<file path="src/rtl/spi_responder.sv">
// rtl/spi_responder.sv - SPI mode-0 responder for the accelerometer write/read/FIFO command set
//
// Oversamples CS/SCLK/MOSI in the CLK domain, decodes 0x0A (write), 0x0B (register read)
// and 0x0D (FIFO read), serves a 64-byte register map and reports accepted writes.
//
// Ports:
//   CLK, RST           system clock, synchronous active-high reset
//   CS, SCLK, MOSI     SPI pins, asynchronous to CLK (CS active-low, SCLK idle low)
//   MISO               serial read data, MSB first, 0 when not shifting read data
//   X/Y/Z_DATA         new sample values, latched into 0x08/0x09/0x0A on SAMPLE_VALID
//   FIFO_DATA/EMPTY    head byte and empty flag of the external FIFO
//   FIFO_RD            one-cycle pop pulse per FIFO byte load
//   WR_STROBE          one-cycle pulse per accepted register write, with WR_ADDR/WR_DATA
module spi_responder (
  input  logic       CLK,
  input  logic       RST,
  input  logic       CS,
  input  logic       SCLK,
  input  logic       MOSI,
  output logic       MISO,
  input  logic [7:0] X_DATA,
  input  logic [7:0] Y_DATA,
  input  logic [7:0] Z_DATA,
  input  logic       SAMPLE_VALID,
  input  logic [7:0] FIFO_DATA,
  input  logic       FIFO_EMPTY,
  output logic       FIFO_RD,
  output logic       WR_STROBE,
  output logic [5:0] WR_ADDR,
  output logic [7:0] WR_DATA
);

  localparam logic [2:0] ST_IDLE   = 3'd0;
  localparam logic [2:0] ST_INSTR  = 3'd1;
  localparam logic [2:0] ST_ADDR   = 3'd2;
  localparam logic [2:0] ST_WDATA  = 3'd3;
  localparam logic [2:0] ST_RDATA  = 3'd4;
  localparam logic [2:0] ST_FIFO   = 3'd5;
  localparam logic [2:0] ST_IGNORE = 3'd6;

  localparam logic [7:0] CMD_WRITE = 8'h0A;
  localparam logic [7:0] CMD_READ  = 8'h0B;
  localparam logic [7:0] CMD_FIFO  = 8'h0D;

  localparam logic [5:0] RAM_BASE  = 6'h1F;

  logic        cs_s1, cs_s2;
  logic        sclk_s1, sclk_s2, sclk_s3;
  logic        mosi_s1, mosi_s2;
  logic        sclk_rise, sclk_fall;

  logic [2:0]  state;
  logic        cs_armed;
  logic [2:0]  bit_cnt;
  logic [6:0]  shift_in;
  logic [7:0]  byte_next;
  logic        byte_done;
  logic        is_write;
  logic        load_pend;
  logic [5:0]  ptr;
  logic [5:0]  ram_idx;
  logic        ram_we;
  logic [7:0]  shift_out;
  logic [7:0]  map_rd;
  logic [7:0]  x_reg, y_reg, z_reg;
  logic [32:0][7:0] ram;

  // Two-flop synchronisers; the third SCLK flop provides edge detection.
  // CS flops reset to the asserted level so that a CS held low across reset
  // is treated as a frame already in progress rather than a fresh falling edge.
  always_ff @(posedge CLK) begin
    if (RST) begin
      cs_s1   <= 1'b0;
      cs_s2   <= 1'b0;
      sclk_s1 <= 1'b0;
      sclk_s2 <= 1'b0;
      sclk_s3 <= 1'b0;
      mosi_s1 <= 1'b0;
      mosi_s2 <= 1'b0;
    end else begin
      cs_s1   <= CS;
      cs_s2   <= cs_s1;
      sclk_s1 <= SCLK;
      sclk_s2 <= sclk_s1;
      sclk_s3 <= sclk_s2;
      mosi_s1 <= MOSI;
      mosi_s2 <= mosi_s1;
    end
  end

  assign sclk_rise = sclk_s2 & ~sclk_s3;
  assign sclk_fall = ~sclk_s2 & sclk_s3;
  assign byte_next = {shift_in, mosi_s2};
  assign byte_done = sclk_rise && (bit_cnt == 3'd7);
  assign ram_idx   = ptr - RAM_BASE;
  assign ram_we    = !cs_s2 && (state == ST_WDATA) && byte_done && (ptr >= RAM_BASE);

  assign MISO = ((state == ST_RDATA) || (state == ST_FIFO)) ? shift_out[7] : 1'b0;

  // Sample registers update on the edge that sees SAMPLE_VALID, so a byte load
  // in that same cycle still reads the previous value.
  always_ff @(posedge CLK) begin
    if (RST) begin
      x_reg <= 8'h00;
      y_reg <= 8'h00;
      z_reg <= 8'h00;
    end else if (SAMPLE_VALID) begin
      x_reg <= X_DATA;
      y_reg <= Y_DATA;
      z_reg <= Z_DATA;
    end
  end

  always_ff @(posedge CLK) begin
    if (RST) begin
      ram <= '0;
    end else if (ram_we) begin
      ram[ram_idx] <= byte_next;
    end
  end

  always_comb begin
    map_rd = 8'h00;
    case (ptr)
      6'h00:   map_rd = 8'hAD;
      6'h01:   map_rd = 8'h1D;
      6'h02:   map_rd = 8'hF2;
      6'h03:   map_rd = 8'h01;
      6'h08:   map_rd = x_reg;
      6'h09:   map_rd = y_reg;
      6'h0A:   map_rd = z_reg;
      default: if (ptr >= RAM_BASE) map_rd = ram[ram_idx];
    endcase
  end

  always_ff @(posedge CLK) begin
    if (RST) begin
      state     <= ST_IDLE;
      cs_armed  <= 1'b0;
      bit_cnt   <= 3'd0;
      shift_in  <= 7'd0;
      is_write  <= 1'b0;
      load_pend <= 1'b0;
      ptr       <= 6'd0;
      shift_out <= 8'h00;
      FIFO_RD   <= 1'b0;
      WR_STROBE <= 1'b0;
      WR_ADDR   <= 6'd0;
      WR_DATA   <= 8'h00;
    end else begin
      FIFO_RD   <= 1'b0;
      WR_STROBE <= 1'b0;
      if (cs_s2) begin
        // Deselect aborts everything; a partial byte is simply dropped.
        state     <= ST_IDLE;
        cs_armed  <= 1'b1;
        bit_cnt   <= 3'd0;
        shift_in  <= 7'd0;
        load_pend <= 1'b0;
        shift_out <= 8'h00;
      end else begin
        if (sclk_rise) begin
          shift_in <= byte_next[6:0];
          bit_cnt  <= bit_cnt + 3'd1;
        end
        case (state)
          ST_IDLE: begin
            // Only a CS low that followed a seen-high CS starts a frame.
            state <= cs_armed ? ST_INSTR : ST_IGNORE;
          end
          ST_INSTR: begin
            if (byte_done) begin
              case (byte_next)
                CMD_WRITE: begin
                  is_write <= 1'b1;
                  state    <= ST_ADDR;
                end
                CMD_READ: begin
                  is_write <= 1'b0;
                  state    <= ST_ADDR;
                end
                CMD_FIFO: begin
                  load_pend <= 1'b1;
                  state     <= ST_FIFO;
                end
                default: state <= ST_IGNORE;
              endcase
            end
          end
          ST_ADDR: begin
            if (byte_done) begin
              ptr <= byte_next[5:0];
              if (is_write) begin
                state <= ST_WDATA;
              end else begin
                load_pend <= 1'b1;
                state     <= ST_RDATA;
              end
            end
          end
          ST_WDATA: begin
            if (byte_done) begin
              if (ptr >= RAM_BASE) begin
                WR_STROBE <= 1'b1;
                WR_ADDR   <= ptr;
                WR_DATA   <= byte_next;
              end
              ptr <= ptr + 6'd1;
            end
          end
          ST_RDATA, ST_FIFO: begin
            // A completed byte arms a load for the following SCLK fall; every
            // other fall shifts the next bit onto MISO.
            if (byte_done) begin
              load_pend <= 1'b1;
            end
            if (sclk_fall) begin
              if (load_pend) begin
                load_pend <= 1'b0;
                if (state == ST_FIFO) begin
                  shift_out <= FIFO_EMPTY ? 8'h00 : FIFO_DATA;
                  FIFO_RD   <= !FIFO_EMPTY;
                end else begin
                  shift_out <= map_rd;
                  ptr       <= ptr + 6'd1;
                end
              end else begin
                shift_out <= {shift_out[6:0], 1'b0};
              end
            end
          end
          default: begin
            // ST_IGNORE holds until CS is seen high.
          end
        endcase
      end
    end
  end

endmodule

</file>
<file path="config.mk">
export PLATFORM = sky130hd
export DESIGN_NAME = spi_responder
export DESIGN_NICKNAME = d
export VERILOG_FILES = /design/src/rtl/spi_responder.sv
export SDC_FILE = /design/constraint.sdc
export NUM_CORES = 1
export LEC_CHECK = 0
export CORE_ASPECT_RATIO = 2
export CORE_MARGIN = 4
export CORE_UTILIZATION = 45
export CTS_CLUSTER_SIZE = 30
export DETAILED_ROUTE_END_ITERATION = 10
export DONT_BUFFER_PORTS = 1
export GPL_TIMING_DRIVEN = 0
export PLACE_DENSITY = 0.63
export SLEW_MARGIN = 20
export SYNTH_ARGS = -nofsm -noshare
export SYNTH_HDL_FRONTEND = slang
export SYNTH_SLANG_ARGS = --single-unit
</file>
<file path="constraint.sdc">
create_clock -name CLK -period 7.1 [get_ports CLK]
set_input_delay 0.355 -clock CLK [delete_from_list [all_inputs] [get_ports CLK]]
set_output_delay 0.355 -clock CLK [all_outputs]
set_load 0.02 [all_outputs]
</file>
==> flow_summary.json <==
{
  "cp_common_cell": "clkbuf_1",
  "min_from": "RST",
  "diodes": 0,
  "final_design_area_no_fill_um2": 17500,
  "drv_slew": 0,
  "start_util_pct": 45.4,
  "cts_tree": "yes",
  "post_cts_resized": 0,
  "grt_max_degree": 18,
  "clk_latency_ns": 0.60,
  "skew_ns": 0.0217,
  "gp_congestion": 1.02,
  "async_flop_share_pct": 0,
  "vdd_drop_max_v": 0.000221,
  "synth_area_leaders": "dfxtp_1 44%, nand2_1 11%, mux4_2 9.0%",
  "ios": 56,
  "syn-num-nets": 1824,
  "final_antenna_net_count": 0,
  "critPathLaunchType": "flop",
  "synth_flop_cell": "dfxtp_1",
  "drc_errors": 0,
  "first_iter_violations": 1107,
  "rsz0062_at_grt": "no",
  "ys_ff_latch": 341,
  "antenna_found_initial": 0,
  "grt_first_pass_wirelength_mm": 87.2,
  "cap_violations": 0,
  "slowest_stage": "clkbuf_1",
  "yosys.area.top_type": "dfxtp_1",
  "die_area_um2": 37800,
  "yosys_warnings": 0,
  "yosysMostFrequentCell": "nand2_1",
  "cpPeakStageDelay_ns": 0.79,
  "cts_buffers": 31,
  "dieHeight_um": 271,
  "r2r-start": "ptr[0]",
  "post-cts-setup-buffers": 0,
  "p_leak_nw": 5.82,
  "power.total_mw": 4.76,
  "dr.pass1.iters": 5,
  "drive_gt1_share_pct": 11.8,
  "syn-cell-area_um2": 15500,
  "setup_slack_ns": 2.91,
  "nFillCells": 3214,
  "status": "finished, final reports clean",
  "hold_buffers": 28,
  "critPathKind": "flop to flop",
  "syn_area_per_cell_um2": 8.75,
  "largest_reg_flops": 264,
  "gr-usage-all-layers_pct": 30.8,
  "grt_pass1_vias": 13600,
  "crit_required_ns": 7.62,
  "crit_chain": "buf_4 > inv_2 > ha_1 > clkbuf_1 > clkbuf_1 > nand4_1 > nor2_1 > nand2_1 > a21oi_1",
  "critPathArrivalTime_ns": 4.70,
  "crit_start": "ptr[0]",
  "slew_headroom_pct": 19.0,
  "num_vias": 13600,
  "seq_area_frac_synth_pct": 43.9,
  "dp_slack_ns": 3.08,
  "dp_hpwl_mm": 44.8,
  "fin_crit_ns": 4.19,
  "drt-vias-per-instance": 5.92,
  "max_flop_register": "ram",
  "whs_ns": 0.0314,
  "max_freq_mhz": 239,
  "io_buffers": 0,
  "die_w_um": 139,
  "wl_per_cell_um": 26.0,
  "htreeDepth": 1,
  "rows": 96,
  "clock-sinks": 341,
  "grt.overflow.total": 0,
  "yosysTopAreaCellShare_pct": 43.9,
  "synth_edf_count": 0,
  "powerDensity_nw_per_um2": 272,
  "synth.distinct_cells": 73,
  "root_buffer": "clkbuf_16",
  "tightest_slew_ns": 1.21,
  "core_um2": 34200,
  "finalCritPeriodShare_pct": 59.0,
  "setup_violations": 0,
  "cp-end-kind": "flop",
  "areaGrowthSynthToFinish_pct": 12.4,
  "tns_ns": 0,
  "clkTransAtPathRegs_ns": 0.07,
  "syn_inst": 1776,
  "critPathMaxFanout": 10,
  "min_path_type": "input pin to flop",
  "post_dp_cell_area_um2": 16100,
  "clk_path_buf_depth": 3,
  "finalHoldViolCount": 0,
  "wirelength_mm": 59.8,
  "synth_common_cells": "471 x nand2_1, 341 x dfxtp_1, 247 x a21oi_1, 127 x nor2_1, 109 x mux2i_1",
  "nets": 1885
}
## kinds of logic after synthesis
| family | Yosys count | share of synthesized area (%) |
|---|---|---|
| muxes | 180 | 16.7 |
| xor gates and xnor gates | 10 | 0.902 |
| buffers and inverters | 146 | 4.02 |
| and+or+nand+nor | 773 | 22.2 |
| adders and majority gates | 9 | 0.725 |
| DFF | 341 | 43.9 |
| AOI/OAI and AO/OA | 317 | 11.6 |
## report_power, final
part	switching, mW	internal, mW
combinational	0.675	0.283
sequential	0.0195	1.94
clock	0.804	1.04
total	1.50	3.26
## routing by layer
metal	track usage (%)	share of wire [%]	vias up
li1	-	-	6228
met1	29.5	32	6510
met2	54.1	50	636
met3	5.59	6.5	248
met4	29.0	12	0
met5	0	0	-
## area by class of cell
type	count	area (um^2)	area share [%]
multi-input cells	1289	8090	46.3
clock buffers	37	848	4.85
repair buffers	28	280	1.60
inverters	9	33.8	0.193
plain buffers	137	591	3.38
clock inverters	18	253	1.45
flip-flops and latches	341	6830	39.1
well taps	441	552	3.16
## placed cells by master (no fill, tap or decap), types with 10 or more instances in the layout
| cell | Yosys | layout |
|---|---|---|
| buf_1 | 13 | 13 |
| nor2b_1 | 16 | 16 |
| buf_2 | 31 | 31 |
| nor3_1 | 15 | 15 |
| nor2_1 | 127 | 127 |
| a21oi_1 | 247 | 247 |
| dfxtp_1 | 341 | 341 |
| nor2_2 | 12 | 12 |
| clkbuf_1 | 85 | 86 |
| nor2_4 | 10 | 10 |
| nand2b_1 | 14 | 14 |
| mux2i_1 | 109 | 109 |
| mux4_2 | 62 | 62 |
| nand4_1 | 11 | 11 |
| clkbuf_16 | 0 | 31 |
| nand3_1 | 46 | 46 |
| nand2_1 | 471 | 471 |
| dlygate4sd3_1 | 0 | 28 |
## critical path, delay by kind of cell (launching register included)
kind,cells,cell delay (ns)
simple gates,3,1.57
buf+inv,4,1.56
flops,1,0.44
fa+ha+maj,1,0.35
compound gates,1,0.18
## worst paths after layout
kind,to,slack (ns),cells after the start
max,ram[214],2.91,9
min,load_pend,0.03,2
min reg2reg,sclk_s2,0.44,1
max reg2reg,ram[214],2.91,9
## metrics by stage
step / cells / util (%)
after floorplan: 1776 / -
after global placement: 2217 / 47.0
after detailed placement: 2217 / 47.0
after CTS: 2300 / 51.0
after global routing: 2300 / 51.0
final: 2300 / 51.0
Note: power is estimated with default switching activity, not from simulation.
